--- src/rtl/jmb_scanline_sequencer_pkg.sv ---
// Shared definitions for the scanline sequencer: state encodings, pixel width,
// filter tap count and the window depths derived from it.
package jmb_scanline_sequencer_pkg;

    typedef enum logic [1:0] {
        ST_IDLE  = 2'd0,
        ST_FEED  = 2'd1,
        ST_FLUSH = 2'd2
    } seq_state_t;

    localparam int PIXEL_BITS   = 8;
    localparam int FILTER_TAPS  = 5;
    // Pushes needed before the first centre pixel reaches the middle tap.
    localparam int PRIME_DEPTH  = FILTER_TAPS / 2 + 1;
    // Pixels at each line end that cannot see a full window.
    localparam int BORDER_WIDTH = FILTER_TAPS / 2;
    // First push index whose centre has a full window of real pixels.
    localparam int FILTER_START = PRIME_DEPTH + BORDER_WIDTH;

endpackage

--- src/rtl/jmb_scanline_sequencer.sv ---
// Upstream control stage for the 5-tap scanline filter.
// Accepts one line of pixels over a valid/ready stream, primes the filter
// window, flushes the tail with zero pixels and marks border pixels as
// pass-through.
// Ports:
//   clock, reset_n          clock, asynchronous active-low reset
//   start, line_width       begin a line of line_width pixels (IDLE only)
//   abort                   drop the current line and return to IDLE
//   in_pixel/in_valid/in_ready  input pixel stream
//   filt_enable/filt_pixel_in/filt_pixel_wr/filt_pixel_filter  filter strobes
//   busy                    line in progress
//   line_done               one-cycle pulse with the final flush push
module jmb_scanline_sequencer
    import jmb_scanline_sequencer_pkg::*;
#(
    parameter int WIDTH_BITS = 12
) (
    input  logic                  clock,
    input  logic                  reset_n,
    input  logic                  start,
    input  logic [WIDTH_BITS-1:0] line_width,
    input  logic                  abort,
    input  logic [PIXEL_BITS-1:0] in_pixel,
    input  logic                  in_valid,
    output logic                  in_ready,
    output logic                  filt_enable,
    output logic [PIXEL_BITS-1:0] filt_pixel_in,
    output logic                  filt_pixel_wr,
    output logic                  filt_pixel_filter,
    output logic                  busy,
    output logic                  line_done
);

    localparam int IDX_BITS = WIDTH_BITS + 1;

    seq_state_t            state_q, state_d;
    logic [IDX_BITS-1:0]   idx_q, idx_d;
    logic [WIDTH_BITS-1:0] width_q, width_d;

    logic                  en_q, en_d;
    logic [PIXEL_BITS-1:0] pix_q, pix_d;
    logic                  wr_q, wr_d;
    logic                  flt_q, flt_d;
    logic                  busy_q, busy_d;
    logic                  done_q, done_d;

    logic                  push;
    logic [PIXEL_BITS-1:0] push_pix;
    logic [IDX_BITS-1:0]   width_ext;

    assign width_ext = {1'b0, width_q};
    assign in_ready  = (state_q == ST_FEED);

    always_comb begin
        state_d  = state_q;
        idx_d    = idx_q;
        width_d  = width_q;
        push     = 1'b0;
        push_pix = '0;
        en_d     = 1'b0;
        pix_d    = pix_q;
        wr_d     = 1'b0;
        flt_d    = 1'b0;
        done_d   = 1'b0;

        unique case (state_q)
            ST_IDLE: begin
                if (start && (line_width != '0)) begin
                    state_d = ST_FEED;
                    idx_d   = '0;
                    width_d = line_width;
                end
            end
            ST_FEED: begin
                // abort wins over a same-cycle handshake: the pixel is dropped.
                if (abort) begin
                    state_d = ST_IDLE;
                end else if (in_valid) begin
                    push     = 1'b1;
                    push_pix = in_pixel;
                    idx_d    = idx_q + IDX_BITS'(1);
                    if (idx_q == width_ext - IDX_BITS'(1)) begin
                        state_d = ST_FLUSH;
                    end
                end
            end
            ST_FLUSH: begin
                if (abort) begin
                    state_d = ST_IDLE;
                end else begin
                    push     = 1'b1;
                    push_pix = '0;
                    idx_d    = idx_q + IDX_BITS'(1);
                    if (idx_q == width_ext + IDX_BITS'(PRIME_DEPTH - 1)) begin
                        state_d = ST_IDLE;
                        done_d  = 1'b1;
                    end
                end
            end
            default: begin
                state_d = ST_IDLE;
            end
        endcase

        if (push) begin
            en_d  = 1'b1;
            pix_d = push_pix;
            wr_d  = (idx_q >= IDX_BITS'(PRIME_DEPTH));
            // Centre k-3 is filtered only when both neighbours on each side
            // are real pixels; for short lines this range is empty.
            flt_d = (idx_q >= IDX_BITS'(FILTER_START)) && (idx_q <= width_ext);
        end
    end

    // Registering busy from the next state keeps it aligned with state_q.
    assign busy_d = (state_d == ST_FEED) || (state_d == ST_FLUSH);

    always_ff @(posedge clock or negedge reset_n) begin
        if (!reset_n) begin
            state_q <= ST_IDLE;
            idx_q   <= '0;
            width_q <= '0;
            en_q    <= 1'b0;
            pix_q   <= '0;
            wr_q    <= 1'b0;
            flt_q   <= 1'b0;
            busy_q  <= 1'b0;
            done_q  <= 1'b0;
        end else begin
            state_q <= state_d;
            idx_q   <= idx_d;
            width_q <= width_d;
            en_q    <= en_d;
            pix_q   <= pix_d;
            wr_q    <= wr_d;
            flt_q   <= flt_d;
            busy_q  <= busy_d;
            done_q  <= done_d;
        end
    end

    assign filt_enable       = en_q;
    assign filt_pixel_in     = pix_q;
    assign filt_pixel_wr     = wr_q;
    assign filt_pixel_filter = flt_q;
    assign busy              = busy_q;
    assign line_done         = done_q;

endmodule

--- config.mk ---
export PLATFORM = sky130hd
export DESIGN_NAME = jmb_scanline_sequencer
export DESIGN_NICKNAME = d
export VERILOG_FILES = /design/src/rtl/jmb_scanline_sequencer_pkg.sv /design/src/rtl/jmb_scanline_sequencer.sv
export SDC_FILE = /design/constraint.sdc
export NUM_CORES = 1
export LEC_CHECK = 0
export CAP_MARGIN = 30
export CORE_MARGIN = 2
export CORE_UTILIZATION = 25
export CTS_BUF_LIST = sky130_fd_sc_hd__clkbuf_16
export DETAILED_ROUTE_END_ITERATION = 7
export SYNTH_ARGS = -nofsm -noshare
export SYNTH_HDL_FRONTEND = slang
export SYNTH_SLANG_ARGS = --single-unit
--- constraint.sdc ---
create_clock -name clock -period 5.7 [get_ports clock]
set_clock_uncertainty 0.05 [all_clocks]
set_input_delay 1.71 -clock clock [delete_from_list [all_inputs] [get_ports clock]]
set_output_delay 1.71 -clock clock [all_outputs]
set_load 0.005 [all_outputs]
==> impl_metrics.py <==
metrics = {
    "sta": {
        "fmax_mhz": 256,
        "rsz0062_at_grt": "false",
        "timing.hold.ws_ns": 0.459,
        "period_share_pct": 68.6,
        "worst_slew_pin_slew_ns": 0.713,
        "finalSetupTns_ns": 0,
        "setup_viol": 0,
        "finalCriticalPeriod_ns": 3.91,
        "hold_viol": 0,
        "relSlewSlack_pct": 51.2,
        "slew_viol_final": 0,
    },
    "grt": {
        "grt_max_degree": 41,
        "grt_pass1_wl_microns": 13200,
        "first_global_vias": 2653,
        "grtUsageTotal_pct": 12.5,
        "overflow": 0,
        "antenna_found_initial": 0,
    },
    "clock_network": {
        "clk_latency_ns": 0.28,
        "hold_buffers": 0,
        "path_clk_slew_ns": 0.07,
        "post_cts_buffers": 0,
        "htreeDepth": 2,
        "ctsResizeCount": 0,
        "root_buffer": "clkbuf_16",
        "cts_max_path_buffers": 2,
        "clock-sinks": 40,
        "cts_tree": "built",
        "cts_buffers": 5,
    },
    "setup_path": {
        "slowest_stage": "nor4_1",
        "timing.critical_path.to": "busy",
        "worstRegToRegCells": 10,
        "cp.arrival_ns": 4.07,
        "rr_endpoint": "busy",
        "crit_type": "input port to flop",
        "path_cells": "clkdlybuf4s50_1, nor2b_1, o21ai_0, a221oi_1, o2111ai_1, nor4_1, nor2_1, o32ai_2, mux2i_1",
        "startpoint": "in_valid",
        "end_kind": "flop",
        "worstPathMaxFanout": 4,
        "timing.rr.start": "width_q[1]",
        "cp_data_required_time_ns": 5.85,
        "cpPeakStageDelay_ns": 0.57,
        "rrSetupSlack_ns": 2.40,
        "start_kind": "input port",
    },
    "floorplanning": {
        "fp.dieH_microns": 114,
        "start_util_pct": 25.3,
        "die_area_sq_mm": 0.0130,
        "core_sq_mm": 0.0119,
        "io_pins": 39,
        "die_w_microns": 114,
        "rows": 40,
    },
    "synthesis": {
        "postSynthNetCount": 396,
        "yosys.area.top_type_share_pct": 33.2,
        "synth_area_leaders": "dfrtp_1 (33%), ha_1 (8.7%), xnor2_1 (4.1%), o21ai_0 (3.8%), nand2_1 (3.4%)",
        "synth_edf_count": 0,
        "seq_area_frac_synth_pct": 33.2,
        "syn_inst": 350,
        "ys_ff_latch": 40,
        "syn_avg_cell_area_sq_um": 8.62,
        "netlist_area_sq_mm": 0.00302,
        "ys_types": 61,
        "yosysTopAreaCell": "dfrtp_1",
        "yosys_warnings": 0,
        "synthFlopType": "dfrtp_1",
        "ys_async_sr_fraction_pct": 100,
    },
    "cells_and_area": {
        "layout.nets": 418,
        "mostFrequentLayoutCells": "dfrtp_1 (40), clkdlybuf4s50_1 (37), nand2_1 (27)",
        "antennaDiodeCount": 0,
        "fillCellCount": 1260,
        "drive_gt1_share_pct": 5.09,
        "seq_area_sq_mm": 0.00100,
        "syn2layout_area_growth_pct": 20.8,
        "final_common_cell": "dfrtp_1",
        "multi_input_area_sq_mm": 0.00183,
    },
    "power_and_ir_drop": {
        "p_leak_uw": 0.00149,
        "power.density_mw_per_mm2": 414,
        "ir_worst_vdd_v": 0.000175,
    },
    "route": {
        "drt.antenna.violating_nets": 0,
        "num_vias": 2684,
        "drc": 0,
        "drtIter0Drc": 211,
        "first_pass_iters": 5,
        "drt_wl_total_microns": 7910,
        "wl_per_cell_microns": 15.2,
        "avgViaCountPerCell": 5.16,
    },
    "placed_design": {
        "routabilityCongestion": 0.849,
        "place_hpwl_microns": 6000,
        "port_buffers": 38,
    },
    "run_status": {
        "outcome": "complete, no violations",
    },
    "hold_path": {
        "hold_path_depth": 1,
        "hold_class": "flop to flop",
    },
    "run": {
        "maxCapViolCount": 0,
    },
}
-- routing by layer --
layer | share of wire, % | track usage (%)
met1 | 48 | 16.4
met2 | 48 | 21.6
met3 | 3.5 | 1.91
met4 | 0.91 | 2.68
met5 | 0 | 0
-- critical path, delay by kind of cell --
kind / cells / cell delay [ns]
AOI/OAI and AO/OA: 4 / 0.78
buffers and inverters: 1 / 0.52
and+or+nand+nor: 3 / 0.83
muxes: 1 / 0.22
-- worst min-delay path by stage --
stage                     startpoint          endpoint  slack (ns)
finish              filt_pixel_in[3]  filt_pixel_in[3]        0.46
global route        filt_pixel_in[4]  filt_pixel_in[4]        0.48
CTS                 filt_pixel_in[3]  filt_pixel_in[3]        0.46
global placement    filt_pixel_in[1]  filt_pixel_in[1]        0.44
detailed placement  filt_pixel_in[4]  filt_pixel_in[4]        0.44
floorplan           filt_pixel_in[0]  filt_pixel_in[0]        0.45
-- flip-flops by register name, summed over array words and instances (netlist names) --
name	flops
filt_pixel_filter	1
filt_pixel_in	8
idx_q	13
filt_enable	1
busy	1
line_done	1
filt_pixel_wr	1
width_q	12
state_q	2
-- cells in the mapped netlist, types with 6 or more instances --
| master | number |
|---|---|
| a21oi_1 | 7 |
| nor3_1 | 8 |
| nand2b_1 | 8 |
| nor2b_1 | 8 |
| clkbuf_1 | 20 |
| and3_1 | 7 |
| xor2_1 | 8 |
| a211oi_1 | 6 |
| nand3_1 | 14 |
| dfrtp_1 | 40 |
| inv_1 | 22 |
| o21ai_0 | 23 |
| nor4_1 | 9 |
| o21a_1 | 6 |
| nor2_1 | 18 |
| xnor2_1 | 14 |
| nand4_1 | 9 |
| nand2_1 | 27 |
| a22o_1 | 8 |
| ha_1 | 21 |
| or3_1 | 7 |
-- logic make-up after synthesis --
family                     share of synthesized area, %
AOI/OAI and AO/OA                                  19.4
xor gates and xnor gates                           6.92
adders and majority gates                          8.71
buffers and inverters                              6.18
DFF                                                33.2
muxes                                             0.995
and+or+nand+nor                                    24.7
-- final cells by class --
class | count | area share, %
repair buffers | 39 | 10.8
multi-input cells | 263 | 50.2
flip-flops and latches | 40 | 27.5
well taps | 147 | 5.04
clock buffers | 5 | 3.43
clock inverters | 3 | 0.652
inverters | 23 | 2.37
-- power by group --
| part | switching [uW] | total, uW | leakage, uW | internal [uW] |
|---|---|---|---|---|
| combinational | 387 | 730 | 0.000905 | 344 |
| clock | 120 | 283 | 0.0000660 | 163 |
| sequential | 131 | 495 | 0.000522 | 364 |
| total | 637 | 1510 | 0.00149 | 871 |
-- per-stage QoR --
| stage | util (%) | instances | cell area (sq um) | setup slack [ns] | total power, uW |
|---|---|---|---|---|---|
| after floorplan | - | 350 | 3020 | 2.55 | 985 |
| after global placement | 29.2 | 511 | 3480 | 1.48 | 1210 |
| after detailed placement | 29.2 | 511 | 3480 | 1.47 | 1220 |
| after CTS | 30.4 | 519 | 3630 | 1.77 | 1510 |
| after global routing | 30.6 | 520 | 3650 | 1.53 | 1630 |
| final | 30.6 | 520 | 3650 | 1.79 | 1510 |
(Power assumes the default switching activity.)
